==> config.mk <==
export PLATFORM = sky130hd
export DESIGN_NAME = uart_char_tx
export DESIGN_NICKNAME = d
export VERILOG_FILES = /design/src/rtl/uart_char_tx.sv
export SDC_FILE = /design/constraint.sdc
export NUM_CORES = 1
export LEC_CHECK = 0
export ABC_AREA = 1
export BUFFER_PORTS_ARGS = -buffer_cell sky130_fd_sc_hd__buf_2
export CORE_AREA = 2 2 109 217
export CTS_CLUSTER_SIZE = 10
export DETAILED_ROUTE_END_ITERATION = 12
export DIE_AREA = 0 0 111 219
export PLACE_DENSITY = 0.59
export SYNTH_ARGS = -nofsm -noshare
export SYNTH_HDL_FRONTEND = slang
export SYNTH_SLANG_ARGS = --single-unit
export TNS_END_PERCENT = 5
==> constraint.sdc <==
create_clock -name clk -period 3.2 [get_ports clk]
set_input_delay 0 -clock clk [delete_from_list [all_inputs] [get_ports clk]]
set_output_delay 0 -clock clk [all_outputs]
set_load 0.03 [all_outputs]
==> src/rtl/uart_char_tx.sv <==
// ---------------------------------------------------------------------------
// uart_char_tx
//
// Buffers bytes from the core's simulated UART character port in a small
// FIFO and serializes each one as an 8N1 asynchronous frame on txd.
//
// Ports:
//   clk        in   main clock, all logic on the rising edge
//   rst        in   synchronous reset, active-high
//   char_in    in   [7:0] byte to transmit
//   char_valid in   push strobe, one byte offered per high cycle
//   txd        out  serial line, idles high
//   busy       out  frame in flight or FIFO non-empty
//   fifo_full  out  FIFO holds 2^FIFO_AW bytes
//   fifo_count out  [FIFO_AW:0] bytes buffered, excluding the one shifting
//   overflow   out  sticky: a byte was dropped because the FIFO was full
// ---------------------------------------------------------------------------
module uart_char_tx #(
  parameter int CLK_DIV = 868,
  parameter int FIFO_AW = 4
) (
  input  logic               clk,
  input  logic               rst,
  input  logic [7:0]         char_in,
  input  logic               char_valid,
  output logic               txd,
  output logic               busy,
  output logic               fifo_full,
  output logic [FIFO_AW:0]   fifo_count,
  output logic               overflow
);

  localparam int CW    = (CLK_DIV > 2) ? $clog2(CLK_DIV) : 1;
  localparam int DEPTH = 1 << FIFO_AW;
  localparam logic [CW-1:0] CNT_RELOAD = CW'(CLK_DIV - 1);

  typedef enum logic [1:0] {
    IDLE  = 2'd0,
    START = 2'd1,
    DATA  = 2'd2,
    STOP  = 2'd3
  } state_t;

  state_t              state_q, state_d;
  logic [CW-1:0]       cnt_q, cnt_d;
  logic [2:0]          idx_q, idx_d;
  logic [7:0]          shift_q, shift_d;
  logic                txd_q, txd_d;
  logic                busy_q, busy_d;
  logic                overflow_q, overflow_d;
  logic [FIFO_AW:0]    wptr_q, wptr_d;
  logic [FIFO_AW:0]    rptr_q, rptr_d;

  logic [7:0]          mem [DEPTH];

  logic                fifo_empty;
  logic                full;
  logic                pop;
  logic                push;
  logic                bit_end;

  // Pointers carry one extra wrap bit: equal means empty, equal except for
  // the MSB means full.
  assign fifo_empty = (wptr_q == rptr_q);
  assign full       = (wptr_q[FIFO_AW] != rptr_q[FIFO_AW]) &&
                      (wptr_q[FIFO_AW-1:0] == rptr_q[FIFO_AW-1:0]);
  assign bit_end    = (cnt_q == '0);

  always_comb begin
    state_d  = state_q;
    cnt_d    = cnt_q;
    idx_d    = idx_q;
    shift_d  = shift_q;
    txd_d    = txd_q;
    pop      = 1'b0;

    case (state_q)
      IDLE: begin
        txd_d = 1'b1;
        if (!fifo_empty) begin
          pop     = 1'b1;
          shift_d = mem[rptr_q[FIFO_AW-1:0]];
          cnt_d   = CNT_RELOAD;
          state_d = START;
          txd_d   = 1'b0;
        end
      end
      START: begin
        if (bit_end) begin
          cnt_d   = CNT_RELOAD;
          idx_d   = 3'd0;
          state_d = DATA;
          txd_d   = shift_q[0];
        end else begin
          cnt_d = cnt_q - 1'b1;
        end
      end
      DATA: begin
        if (bit_end) begin
          cnt_d = CNT_RELOAD;
          if (idx_q == 3'd7) begin
            state_d = STOP;
            txd_d   = 1'b1;
          end else begin
            // Next bit is shift_q[1]; drive it alongside the shift so txd
            // stays a plain register.
            shift_d = {1'b0, shift_q[7:1]};
            txd_d   = shift_q[1];
            idx_d   = idx_q + 3'd1;
          end
        end else begin
          cnt_d = cnt_q - 1'b1;
        end
      end
      STOP: begin
        if (bit_end) begin
          if (!fifo_empty) begin
            // Chain straight into the next start bit, no idle gap.
            pop     = 1'b1;
            shift_d = mem[rptr_q[FIFO_AW-1:0]];
            cnt_d   = CNT_RELOAD;
            state_d = START;
            txd_d   = 1'b0;
          end else begin
            state_d = IDLE;
            txd_d   = 1'b1;
          end
        end else begin
          cnt_d = cnt_q - 1'b1;
        end
      end
      default: begin
        state_d = IDLE;
        txd_d   = 1'b1;
      end
    endcase

    // A pop in the same cycle frees the slot being written, so a push into
    // a full FIFO is still accepted then.
    push       = char_valid && (!full || pop);
    wptr_d     = wptr_q + (FIFO_AW+1)'(push);
    rptr_d     = rptr_q + (FIFO_AW+1)'(pop);
    overflow_d = overflow_q || (char_valid && full && !pop);
    busy_d     = (state_d != IDLE) || (wptr_d != rptr_d);
  end

  always_ff @(posedge clk) begin
    if (rst) begin
      state_q    <= IDLE;
      cnt_q      <= '0;
      idx_q      <= 3'd0;
      shift_q    <= 8'd0;
      txd_q      <= 1'b1;
      busy_q     <= 1'b0;
      overflow_q <= 1'b0;
      wptr_q     <= '0;
      rptr_q     <= '0;
    end else begin
      state_q    <= state_d;
      cnt_q      <= cnt_d;
      idx_q      <= idx_d;
      shift_q    <= shift_d;
      txd_q      <= txd_d;
      busy_q     <= busy_d;
      overflow_q <= overflow_d;
      wptr_q     <= wptr_d;
      rptr_q     <= rptr_d;
    end
  end

  // Storage needs no reset; the pointers define what is valid.
  always_ff @(posedge clk) begin
    if (!rst && push) begin
      mem[wptr_q[FIFO_AW-1:0]] <= char_in;
    end
  end

  assign txd        = txd_q;
  assign busy       = busy_q;
  assign overflow   = overflow_q;
  assign fifo_full  = full;
  assign fifo_count = wptr_q - rptr_q;

endmodule

* Word level (Yosys, flattened, before mapping) *
Memories as Yosys holds them, arrays and structs flattened. A register that Yosys moved wholly into a read port is not among the register bits.
Cells that the tools add are included.

storage, ports and cells
  flip-flop bits (word level) = 36
  memory bits (writable) = 128
  input bits = 11
  memories kept = 1

memory list
  name  depth  width  rd ports  clocked after Yosys merged registers in  write ports  line  RTL
  mem   16     8      1         1                                        1            54    logic [7:0] mem [DEPTH];

operators by class
  add/sub/neg operators = 5
  eq/ne operators = 12
  muxes and demuxes = 32
  reduce and logical (&&, ||, !) cells = 20

operator list
  cell                     number
  $mux W8                  4
  $mux W10                 3
  $pmux W10 S3             1
  $pmux W8 S3              1
  $add A5 B1 Y5            2
  $logic_not A10 Y1        1
  $mux W1                  10
  $mux W2                  5
  $sub A10 B1 Y10 const B  1
  $mux W3                  3
  $ne A2 B2 Y1 const B     4
  $pmux W2 S4              1
  $reduce_and A4 Y1        2
  $pmux W3 S2              1
  $eq A5 B5 Y1             1
  $logic_and A1 B1 Y1      5
  $ne A5 B5 Y1             1
  $sub A5 B5 Y5            1
  $eq A2 B2 Y1 const B     2
  $eq A4 B4 Y1             1
  $mux W4                  1
  $pmux W1 S4              1
  $reduce_bool A2 Y1       2
  $add A3 B1 Y3 const B    1
  10 further kinds         14

* Longest topological paths before layout *
Gate-level depths: netlist of the first run.

  word-level depth = 9
  depth in mapped cells = 20
  depth with buffers taken out = 19

* Worst setup path before layout of the first run *
No wires, ideal clock.

  path type = register to register
  start = register rptr_q[2]
  end = register busy_q, in the netlist busy
  library setup time = 122 ps
  arrival time = 2882 ps
  data required time = 3078 ps
  path slack = 196 ps
  cell stages (with the launch flop) = 18
  buffers on the path = 1
  period minus slack after synthesis = 3004 ps
  cell sequence = dfxtp_1 > clkinv_1 > clkbuf_1 > ha_1 > nand2_1 > nor2_2 > inv_1 > nor2_2 > a21boi_0 > ha_1 > ha_1 > xor2_1 > nor2_1 > nand3_1 > nor2_1 > nand2_1 > nand2_1 > nand3_1

RTL lines
  element                   line  RTL
  start: declaration        52    logic [FIFO_AW:0] rptr_q, rptr_d;
  start signal: assignment  167   rptr_q <= rptr_d;
  $eq A4 B4 Y1              66    (wptr_q[FIFO_AW-1:0] == rptr_q[FIFO_AW-1:0]);
  $logic_and A1 B1 Y1       65    assign full = (wptr_q[FIFO_AW] != rptr_q[FIFO_AW]) &&
  named net fifo_full       28    output logic fifo_full,
  $logic_not A1 Y1          140   push = char_valid && (!full || pop);
  $logic_or A1 B1 Y1        140
  $logic_and A1 B1 Y1       140
  $add A5 B1 Y5             141   wptr_d = wptr_q + (FIFO_AW+1)'(push);
  named net wptr_d[1]       51    logic [FIFO_AW:0] wptr_q, wptr_d;
  $ne A5 B5 Y1              144   busy_d = (state_d != IDLE) || (wptr_d != rptr_d);
  $logic_or A1 B1 Y1        144
  end signal: assignment    164   busy_q <= busy_d;
  end: declaration          49    logic busy_q, busy_d;

The timed path passes the listed nets, and every way through them passes these cells.
A chain may end at the register's enable or synchronous reset.

* Worst setup path in the final report of the first run *
  start = register rptr_q[3]
  end = register busy_q, in the netlist busy

on the way
  longest elaborated chain between the ends = 9

RTL lines
  element                  line     RTL
  $eq A5 B5 Y1             64       assign fifo_empty = (wptr_q == rptr_q);
  $mux W1                  80, 117
  $mux W1                  116      if (bit_end) begin
  $pmux W1 S2              77       case (state_q)
  $logic_or A1 B1 Y1 (*)   140
  $logic_and A1 B1 Y1 (*)  140
  $add A5 B1 Y5 (*)        141
  named net wptr_d[1]      51
  $ne A5 B5 Y1 (*)         144
  $logic_or A1 B1 Y1 (*)   144

The timed path passes the listed nets; every way through them passes the cells marked *.

==> qor.csv, run 1 <==
stage,metric,value,unit
sta,fin worst setup slack,0.280,ns
finish,Post-Layout Cell Count,1155,
placed_design,DP HPWL,13400,um
min_path,Hold Crit Depth,1,
logic_synthesis,asr flop ratio synth,0,
finish,ant diodes,0,
placed_design,Placed Cells,1115,
sta,Setup Viol. Count Final,0,
cts,cts-stage hold buffer count,8,
logic_synthesis,multiplexer share of the synthesized area,0,
sta,part of the cycle the worst path needs,0.912,
worst_setup_path,WS Path Type,reg -> reg,
finish,"commonest non-fill, non-tap cell in the layout",nand2_1,
worst_setup_path,RR Endpoint,busy,
cts,clk root buf,clkbuf_16,
die,Ports,20,
finish,Area Growth Syn to Fin,13.7,%
detailed_routing,Starting DRT DRC Count,287,
placed_design,pre-CTS WS,0.260,ns
power,Leak,3.66,nW
finish,Layout Nets,890,
power,maximum VDD drop,0.000467,V
finish,FILL cells,2182,
logic_synthesis,Synth Area in Simple Gates,0.258,
logic_synthesis,Mapped Avg Cell Area,9.36,um^2
logic_synthesis,"FF+latch count, synth",164,
logic_synthesis,cell area after synthesis,0.00781,mm^2
sta,Hold Fails Final Rpt,0,
global_route,"Remaining Overflow, GRT",0,
placed_design,cell area after placement,0.00819,mm^2
global_route,initial antenna violation count,0,
global_route,largest net degree at the start of global routing,50,
logic_synthesis,Synth Net Count,862,
logic_synthesis,Post-Synth XOR/XNOR Area,0.0135,
die,die area,0.0243,mm^2
detailed_routing,router iterations before antenna repair,5,
cts,clock transition at the registers of the reported paths,0.06,ns
worst_setup_path,Worst setup SP type,flop,
sta,RSZ-0062 raised after global routing,false,
sta,Min Hold Slack,0.0389,ns
finish,FF+latch area,0.00457,mm^2
global_route,first-pass GRT wire length,30100,um
detailed_routing,DRC,0,
detailed_routing,routed vias,5522,
cts,CTS tree,done,
sta,Slew Limit Headroom,0.583,
global_route,vias in the first global route,5706,
logic_synthesis,Compound-Gate Fraction of Synth Area,0.0420,
worst_setup_path,Setup crit end kind,flop,
worst_setup_path,r2r startpoint,rptr_q[3],
die,Initial Utilization,0.346,
cts,# clock sinks,164,
logic_synthesis,yosys synthesis warning count,0,
worst_setup_path,CP bufs+invs,1,
cts,H-tree Lvls,4,
cts,number of buffers added for setup after CTS,0,
cts,Clock Latency Late Sink,0.43,ns
power,Pwr per Cell Area,775,mW/mm^2
worst_setup_path,crit path max-delay cell type,ha_1,
logic_synthesis,largest family of logic cells by synthesized area,simple AND/OR/NAND/NOR gates,
worst_setup_path,Worst path max stage delay,0.36,ns
finish,share of cells above drive strength 1,0.119,
die,overall die height,219,um
logic_synthesis,library cells used by synthesis,33,
logic_synthesis,"Seq/Total Area, Yosys",0.585,
worst_setup_path,R2R cell count,17,
finish,fin util,0.394,
die,Core ar.,0.0225,mm^2
min_path,hold path endpoint,mem[3][1],
worst_setup_path,critical path data required time,3.52,ns
worst_setup_path,Top Family by Delay on Critical Path,simple AND/OR/NAND/NOR gates,
placed_design,GP Congestion,0.831,
finish,Multi-input gate area,0.00267,mm^2
die,die width,111,um
cts,Clock Tree Buf Depth,2,
worst_setup_path,FF-to-FF setup slack,0.28,ns
run_status,status,finished clean,
sta,Clock Skew,0.00783,ns
min_path,worst min-delay path startpoint,char_in[1],
worst_setup_path,CP most frequent cell,nand2_1,
die,row cnt,78,
min_path,Min-Delay Path Class,in -> reg,
sta,Worst-Margin Slew,0.619,ns
cts,Post-CTS Resized,0,
global_route,GRT Util Overall,0.164,
finish,cell area after layout,0.00888,mm^2
placed_design,Port Buffer Count,19,
sta,max-slew violation count,0,
power,Tot Pwr,6.89,mW
logic_synthesis,fraction of the mapped netlist area in adder cells,0.0282,
worst_setup_path,CP cell instances,"inv_2, ha_1, nand2_1, nor2_2, nand2_1, nand2_1, o21bai_4, a21boi_0, ha_1, ha_1, xor2_1, nor2_1, nand3_1, nor2_1, nand2_1, nand2_1, nand3_1",
worst_setup_path,crit-path max FO,10,
logic_synthesis,Syn Inst Count,834,
flow_run,max cap viols,0,
detailed_routing,"antenna viol nets, final",0,
detailed_routing,Vias per Instance,4.78,
worst_setup_path,critical path depth,17,
logic_synthesis,"EDFF count, synth",128,
cts,CTS Buf Count,17,
detailed_routing,WL final,18900,um
finish,"leading cell types in the layout, fill and taps excluded","243 x nand2_1, 128 x edfxtp_1, 101 x nand3_1",
sta,Max Clk Rate,0.343,GHz
detailed_routing,routed len/inst,16.4,um
logic_synthesis,Post-synth top flop,edfxtp_1,
sta,Tmin final,2.92,ns
sta,setup TNS,0,ns
worst_setup_path,Worst EP arrival,3.24,ns
-- worst register-to-register path, cell delays in order, from the launching register on --
cell and delay (ns):
dfxtp_1 0.34, inv_2 0.11, ha_1 0.36, nand2_1 0.09, nor2_2 0.21, nand2_1 0.14, nand2_1 0.10, o21bai_4 0.15
a21boi_0 0.16, ha_1 0.23, ha_1 0.30, xor2_1 0.15, nor2_1 0.10, nand3_1 0.08, nor2_1 0.09, nand2_1 0.06
nand2_1 0.05, nand3_1 0.07
-- final cells by class --
class / instances / share of cell area
timing repair buffer: 41 / 0.0330
clock inverter: 8 / 0.0139
clock buffer: 24 / 0.0554
tap: 280 / 0.0394
inverter: 104 / 0.0440
multi-input combinational: 534 / 0.300
sequential: 164 / 0.514
-- worst max path at each step --
stage               from  endpoint
6_report       rptr_q[3]      busy
4_1_cts        rptr_q[3]      busy
3_3_place_gp   rptr_q[3]      busy
5_1_grt        wptr_q[2]      busy
2_1_floorplan  rptr_q[2]      busy
3_5_place_dp   rptr_q[3]      busy
-- cell usage after synthesis, drive strengths merged (5+ instances only) --
cell | count | share of area
a21oi | 30 | 0.021
inv | 103 | 0.050
nor2 | 85 | 0.056
nand2 | 250 | 0.12
o211ai | 6 | 0.0058
edfxtp | 128 | 0.49
xor2 | 11 | 0.012
buf | 27 | 0.022
clkbuf | 5 | 0.0024
dfxtp | 36 | 0.092
nand3 | 104 | 0.071
nor3 | 5 | 0.0032
ha | 16 | 0.026
o21ai | 16 | 0.010
-- registers in the layout, summed over array words and instances, names as in the netlist --
name and flops:
cnt_q 10, busy 1, shift_q 8, overflow 1, idx_q 3, state_q 2, rptr_q 5, wptr_q 5
mem 128, txd 1
-- where the power goes --
group | total [mW] | leakage, nW | switching [mW] | internal, mW
combinational | 2.28 | 1.92 | 1.56 | 0.713
sequential | 2.50 | 1.45 | 0.0758 | 2.43
clock | 2.10 | 0.296 | 0.797 | 1.31
-- per-layer routing --
layer	track usage	share of wire	vias to the layer above	routed length (um)
met5	0	0	-	0
met3	0.0243	0.022	38	420
met4	0.0942	0.041	0	779
met2	0.333	0.59	84	11200
li1	-	-	2767	-
met1	0.150	0.34	2633	6470
-- cells by family after synthesis --
group,after synthesis
simple gates,449
xor+xnor,12
fa+ha+maj,17
flops,164
compound gates,56
buf+inv,136
Power figures use the tool's default switching activity.
==> inputs of run 2 (changes only) <==
--- a/config.mk
+++ b/config.mk
@@ -7,11 +7,12 @@
 export LEC_CHECK = 0
 export ABC_AREA = 1
 export BUFFER_PORTS_ARGS = -buffer_cell sky130_fd_sc_hd__buf_2
-export CORE_AREA = 2 2 109 217
+export CORE_AREA = 2 2 137 172
 export CTS_CLUSTER_SIZE = 10
 export DETAILED_ROUTE_END_ITERATION = 12
-export DIE_AREA = 0 0 111 219
+export DIE_AREA = 0 0 139 174
 export PLACE_DENSITY = 0.59
+export REMOVE_ABC_BUFFERS = 1
 export SYNTH_ARGS = -nofsm -noshare
 export SYNTH_HDL_FRONTEND = slang
 export SYNTH_SLANG_ARGS = --single-unit
==> qor.csv, run 2 (synthesis gave the netlist of run 1 again) <==
stage,metric,value,unit,change
finish,FILL cells,2254,,+3.3%
finish,Area Growth Syn to Fin,13.2,%,
cts,Clock Latency Late Sink,0.43,ns,about the same
cts,clock transition at the registers of the reported paths,0.07,ns,about the same
detailed_routing,Starting DRT DRC Count,368,,+28%
sta,Worst-Margin Slew,0.825,ns,+0.206 ns
die,Ports,20,,unchanged
placed_design,Port Buffer Count,19,,unchanged
global_route,first-pass GRT wire length,27900,um,-7.3%
cts,CTS Buf Count,17,,unchanged
global_route,initial antenna violation count,0,,unchanged
min_path,Min-Delay Path Class,in -> reg,,
run_status,status,finished clean,,
sta,max-slew violation count,0,,unchanged
worst_setup_path,CP startpoint,rptr_q[2],,
sta,RSZ-0062 raised after global routing,false,,
worst_setup_path,CP bufs+invs,1,,unchanged
die,die width,139,um,+25%
worst_setup_path,Worst path max stage delay,0.35,ns,about the same
finish,share of cells above drive strength 1,0.121,,+0.00215
worst_setup_path,WS Path Type,reg -> reg,,
finish,"leading cell types in the layout, fill and taps excluded","243 x nand2_1, 128 x edfxtp_1, 101 x nand3_1",,
finish,Largest register FFs,128,,unchanged
detailed_routing,"antenna viol nets, final",0,,unchanged
placed_design,cell area after placement,0.00819,mm^2,about the same
sta,part of the cycle the worst path needs,0.889,,-0.0239
cts,# clock sinks,164,,unchanged
finish,cell area after layout,0.00884,mm^2,-0.45%
global_route,largest net degree at the start of global routing,74,,+48%
worst_setup_path,RR Endpoint,busy,,
die,Core ar.,0.0227,mm^2,+0.48%
sta,Max Clk Rate,0.352,GHz,+2.7%
sta,Hold Fails Final Rpt,0,,unchanged
detailed_routing,routed vias,5505,,-0.31%
detailed_routing,routed len/inst,14.8,um,-9.5%
sta,Min Hold Slack,0.0144,ns,-0.0245 ns
detailed_routing,DRC,0,,unchanged
worst_setup_path,CP most frequent cell,nand2_1,,
detailed_routing,router iterations before antenna repair,4,,-1
global_route,GRT Util Overall,0.147,,-0.0172
worst_setup_path,Worst setup SP type,flop,,
die,Initial Utilization,0.345,,-0.00165
cts,Clock Tree Buf Depth,2,,unchanged
worst_setup_path,r2r startpoint,rptr_q[2],,
sta,Slew Limit Headroom,0.450,,-0.133
worst_setup_path,FF-to-FF setup slack,0.36,ns,+0.08 ns
placed_design,GP Congestion,0.825,,-0.66%
finish,ant diodes,0,,unchanged
power,Leak,3.64,nW,-0.69%
cts,clk root buf,clkbuf_16,,
cts,H-tree Lvls,4,,unchanged
global_route,"Remaining Overflow, GRT",0,,unchanged
cts,number of buffers added for setup after CTS,0,,unchanged
finish,Layout Nets,891,,+0.11%
placed_design,Placed Cells,1124,,+0.81%
worst_setup_path,crit-path max FO,4,,-6
die,row cnt,62,,-21%
worst_setup_path,worst setup path endpoint,busy,,
power,Pwr per Cell Area,757,mW/mm^2,-2.4%
finish,"commonest non-fill, non-tap cell in the layout",nand2_1,,
worst_setup_path,CP cell instances,"clkinv_1, ha_1, nand2_1, nor2_2, nand2_1, nand2_1, o21bai_4, a21boi_0, ha_1, ha_1, xor2_1, nor2_1, nand3_1, nor2_1, nand2_1, nand2_1, nand3_1",,
cts,CTS tree,done,,
worst_setup_path,R2R cell count,17,,unchanged
die,die area,0.0242,mm^2,-0.51%
worst_setup_path,Setup crit end kind,flop,,
flow_run,max cap viols,0,,unchanged
sta,setup TNS,0,ns,unchanged
sta,Setup Viol. Count Final,0,,unchanged
placed_design,DP HPWL,11100,um,-17%
detailed_routing,WL final,17200,um,-8.8%
global_route,vias in the first global route,5270,,-7.6%
sta,Tmin final,2.84,ns,-0.0764 ns
power,maximum VDD drop,0.000648,V,+39%
sta,Clock Skew,0.0142,ns,+0.00637 ns
worst_setup_path,crit path max-delay cell type,ha_1,,
worst_setup_path,critical path data required time,3.51,ns,about the same
die,overall die height,174,um,-21%
worst_setup_path,critical path depth,17,,unchanged
worst_setup_path,Top Family by Delay on Critical Path,simple AND/OR/NAND/NOR gates,,
finish,Post-Layout Cell Count,1164,,+0.78%
detailed_routing,Vias per Instance,4.73,,-1.1%
worst_setup_path,Worst EP arrival,3.15,ns,-0.09 ns
## run 2: cell count changes in the layout (fill, tap and decap cells not counted), sizes merged
cell / previous run / this run
inv: 103 / 110
clkbuf: 24 / 18
bufinv: 3 / 1
buf: 33 / 34
clkinv: 4 / 5
## run 2: worst min-delay path by stage
stage,to,depth (start not counted),startpoint
detailed placement,overflow,3,char_valid
global placement,overflow,3,char_valid
floorplan,shift_q[4],1,rst
global route,mem[7][7],1,char_in[7]
CTS,mem[6][7],1,char_in[7]
finish,mem[6][7],1,char_in[7]
## run 2: layout make-up
| type | count | area, um^2 | share of cell area |
|---|---|---|---|
| sequential | 164 | 4570 | 0.516 |
| clock inverter | 14 | 141 | 0.0160 |
| multi-input combinational | 534 | 2670 | 0.302 |
| tap | 288 | 360 | 0.0408 |
| clock buffer | 18 | 429 | 0.0485 |
| timing repair buffer | 42 | 288 | 0.0326 |
| inverter | 104 | 390 | 0.0442 |
## run 2: timing repair
item | 4_1_cts | 5_1_grt
endpoints found under the hold margin | 113 | 0
endpoints found under the setup margin | 0 | 0
hold buffers | 8 | 0
resized for setup | 0 | 0
## run 2: metrics by stage
step / setup slack, ns / util / power [mW]
after global placement: 0.485 / 0.362 / 4.75
final: 0.357 / 0.390 / 6.69
after floorplan: -0.431 / - / 4.15
after CTS: 0.324 / 0.390 / 6.76
after detailed placement: 0.348 / 0.362 / 4.77
after global routing: 0.0853 / 0.390 / 7.13
## run 2: worst register-to-register path: cells and delay by family (launching register included)
family | cells | cell delay (ns)
AND/OR/NAND/NOR | 10 | 1.01
adder cells (fa/ha/maj) | 3 | 0.87
flip-flops | 1 | 0.34
AO/OA/AOI/OAI | 2 | 0.29
XOR/XNOR | 1 | 0.15
buffers and inverters | 1 | 0.08
## run 2: routing by layer
layer  global-route usage  vias up  share of wire
li1                     -     2772              -
met1                0.190     2626           0.45
met2                0.245       88           0.50
met3               0.0278       19          0.032
met4               0.0539        0          0.018
met5                    0        -              0
## run 2: report_power, final
part | total, mW | internal (mW) | switching (mW)
combinational | 2.20 | 0.701 | 1.50
sequential | 2.51 | 2.43 | 0.0792
clock | 1.98 | 1.09 | 0.885
==> inputs of run 3 (changes only) <==
--- a/config.mk
+++ b/config.mk
@@ -6,11 +6,11 @@
 export NUM_CORES = 1
 export LEC_CHECK = 0
 export ABC_AREA = 1
-export BUFFER_PORTS_ARGS = -buffer_cell sky130_fd_sc_hd__buf_2
 export CORE_AREA = 2 2 137 172
 export CTS_CLUSTER_SIZE = 10
 export DETAILED_ROUTE_END_ITERATION = 12
 export DIE_AREA = 0 0 139 174
+export DONT_BUFFER_PORTS = 1
 export PLACE_DENSITY = 0.59
 export REMOVE_ABC_BUFFERS = 1
 export SYNTH_ARGS = -nofsm -noshare
==> qor.csv, run 3 (synthesis gave the netlist of run 1 again) <==
stage,metric,value,unit,change
placed_design,cell area after placement,0.00812,mm^2,-0.89%
finish,ant diodes,0,,unchanged
power,Clock Power Share,0.298,,+0.002
cts,CTS tree,done,,
global_route,"Remaining Overflow, GRT",0,,unchanged
worst_setup_path,RR Endpoint,busy,,
worst_setup_path,crit path max-delay cell type,ha_1,,
finish,cell area after layout,0.00882,mm^2,-0.24%
placed_design,pre-CTS WS,0.420,ns,+0.0717 ns
worst_setup_path,WS Path Type,reg -> reg,,
worst_setup_path,critical path depth,17,,unchanged
detailed_routing,WL final,17700,um,+2.7%
cts,Clock Latency Late Sink,0.42,ns,about the same
finish,"leading cell types in the layout, fill and taps excluded","243 x nand2_1, 128 x edfxtp_1, 101 x nand3_1",,
die,overall die height,174,um,unchanged
finish,Area Growth Syn to Fin,12.9,%,
min_path,Hold Crit Depth,4,,+3
flow_run,max cap viols,0,,unchanged
power,combinational power share,0.322,,-0.007
sta,Slew Limit Headroom,0.454,,+0.00377
global_route,first-pass GRT wire length,28500,um,+2.2%
sta,Max Clk Rate,0.360,GHz,+2.4%
die,die area,0.0242,mm^2,unchanged
finish,fin util,0.389,,-0.000939
worst_setup_path,worst setup path endpoint,busy,,
power,Reg power frac,0.380,,+0.005
cts,number of buffers added for setup after CTS,0,,unchanged
cts,clk root buf,clkbuf_16,,
worst_setup_path,R2R cell count,17,,unchanged
worst_setup_path,Setup crit end kind,flop,,
die,row cnt,62,,unchanged
worst_setup_path,Worst setup SP type,flop,,
power,Tot Pwr,6.68,mW,-0.21%
finish,Layout Nets,879,,-1.3%
placed_design,Placed Cells,1108,,-1.4%
worst_setup_path,crit-path max FO,4,,unchanged
placed_design,DP HPWL,11200,um,+0.74%
sta,setup TNS,0,ns,unchanged
sta,Hold Fails Final Rpt,0,,unchanged
detailed_routing,routed len/inst,15.4,um,+3.8%
sta,part of the cycle the worst path needs,0.868,,-0.0205
power,Leak,3.60,nW,-0.89%
placed_design,Port Buffer Count,0,,-19
global_route,vias in the first global route,5395,,+2.4%
sta,Tmin final,2.78,ns,-0.0656 ns
power,Pwr per Cell Area,757,mW/mm^2,about the same
worst_setup_path,CP bufs+invs,1,,unchanged
power,switching power total,2.46,mW,-0.24%
worst_setup_path,r2r startpoint,rptr_q[2],,
finish,share of cells above drive strength 1,0.106,,-0.0145
die,Initial Utilization,0.345,,unchanged
worst_setup_path,CP startpoint,rptr_q[2],,
cts,CTS Buf Count,17,,unchanged
power,P_int,4.21,mW,-0.19%
finish,Largest register FFs,128,,unchanged
power,maximum VDD drop,0.000806,V,+24%
worst_setup_path,Worst path max stage delay,0.34,ns,about the same
sta,Min Hold Slack,0.0984,ns,+0.0840 ns
sta,Setup Viol. Count Final,0,,unchanged
cts,clock transition at the registers of the reported paths,0.07,ns,about the same
die,Core ar.,0.0227,mm^2,unchanged
worst_setup_path,Worst EP arrival,3.08,ns,-0.07 ns
min_path,Min-Delay Path Class,in -> reg,,
finish,"commonest non-fill, non-tap cell in the layout",nand2_1,,
sta,fin worst setup slack,0.422,ns,+0.0656 ns
detailed_routing,Vias per Instance,4.73,,about the same
global_route,largest net degree at the start of global routing,74,,unchanged
cts,Clock Tree Buf Depth,2,,unchanged
worst_setup_path,CP cell instances,"clkinv_1, ha_1, nand2_1, nor2_2, nand2_1, nand2_1, o21bai_4, a21boi_0, ha_1, ha_1, xor2_1, nor2_1, nand3_1, nor2_1, nand2_1, nand2_1, nand3_1",,
run_status,status,finished clean,,
detailed_routing,DRC,0,,unchanged
worst_setup_path,CP most frequent cell,nand2_1,,
worst_setup_path,critical path data required time,3.51,ns,about the same
detailed_routing,router iterations before antenna repair,5,,+1
cts,H-tree Lvls,4,,unchanged
sta,Worst-Margin Slew,0.819,ns,-0.00566 ns
finish,Post-Layout Cell Count,1152,,-1.0%
cts,# clock sinks,164,,unchanged
placed_design,GP Congestion,0.844,,+2.3%
global_route,GRT Util Overall,0.151,,+0.00485
worst_setup_path,FF-to-FF setup slack,0.42,ns,+0.07 ns
detailed_routing,routed vias,5453,,-0.94%
detailed_routing,Starting DRT DRC Count,352,,-4.3%
sta,Clock Skew,0.0123,ns,-0.00193 ns
die,Ports,20,,unchanged
sta,max-slew violation count,0,,unchanged
die,die width,139,um,unchanged
global_route,initial antenna violation count,0,,unchanged
sta,RSZ-0062 raised after global routing,false,,
power,Sw Ratio,0.369,,about the same
worst_setup_path,Top Family by Delay on Critical Path,simple AND/OR/NAND/NOR gates,,
detailed_routing,"antenna viol nets, final",0,,unchanged
## run 3: how the worst min path moves through the flow
stage,endpoint,slack [ns],from
after floorplan,shift_q[4],0.06,rst
after global placement,shift_q[4],0.08,rst
after detailed placement,shift_q[5],0.08,rst
after CTS,wptr_q[0],0.10,char_valid
after global routing,wptr_q[0],0.11,char_valid
final,wptr_q[0],0.1,char_valid
## run 3: layout make-up
class                           instances  area (um^2)
Timing Repair Buffer                   30          265
Multi-Input combinational cell        534         2670
Clock buffer                           18          429
Fill cell                            2253        13800
Sequential cell                       164         4570
Tap cell                              288          360
Clock inverter                         14          143
Inverter                              104          390
## run 3: tightest hold or removal path, cell delays in order
cell and delay (ns):
a21boi_0 0.19, ha_1 0.18, inv_1 0.04, nor2_1 0.07
## run 3: routing by layer
metal	vias to the layer above	global-route usage	wire, um
met5	-	0	0
met4	0	0.0530	361
met3	23	0.0287	622
met2	98	0.265	8950
met1	2577	0.187	7780
li1	2755	-	-
## run 3: what timing repair did
| action | in CTS | in global routing |
|---|---|---|
| hold endpoints to repair | 164 | 0 |
| resized for setup | 0 | 0 |
| hold buffers | 12 | 0 |
## run 3: power by group through the flow
stage | combinational [mW] | clock [mW] | sequential [mW]
after floorplan | 1.49 | 0 | 2.66
after global placement | 2.11 | 0 | 2.58
after detailed placement | 2.13 | 0 | 2.58
after CTS | 2.18 | 2.02 | 2.54
after global routing | 2.45 | 2.10 | 2.55
final | 2.15 | 1.99 | 2.54
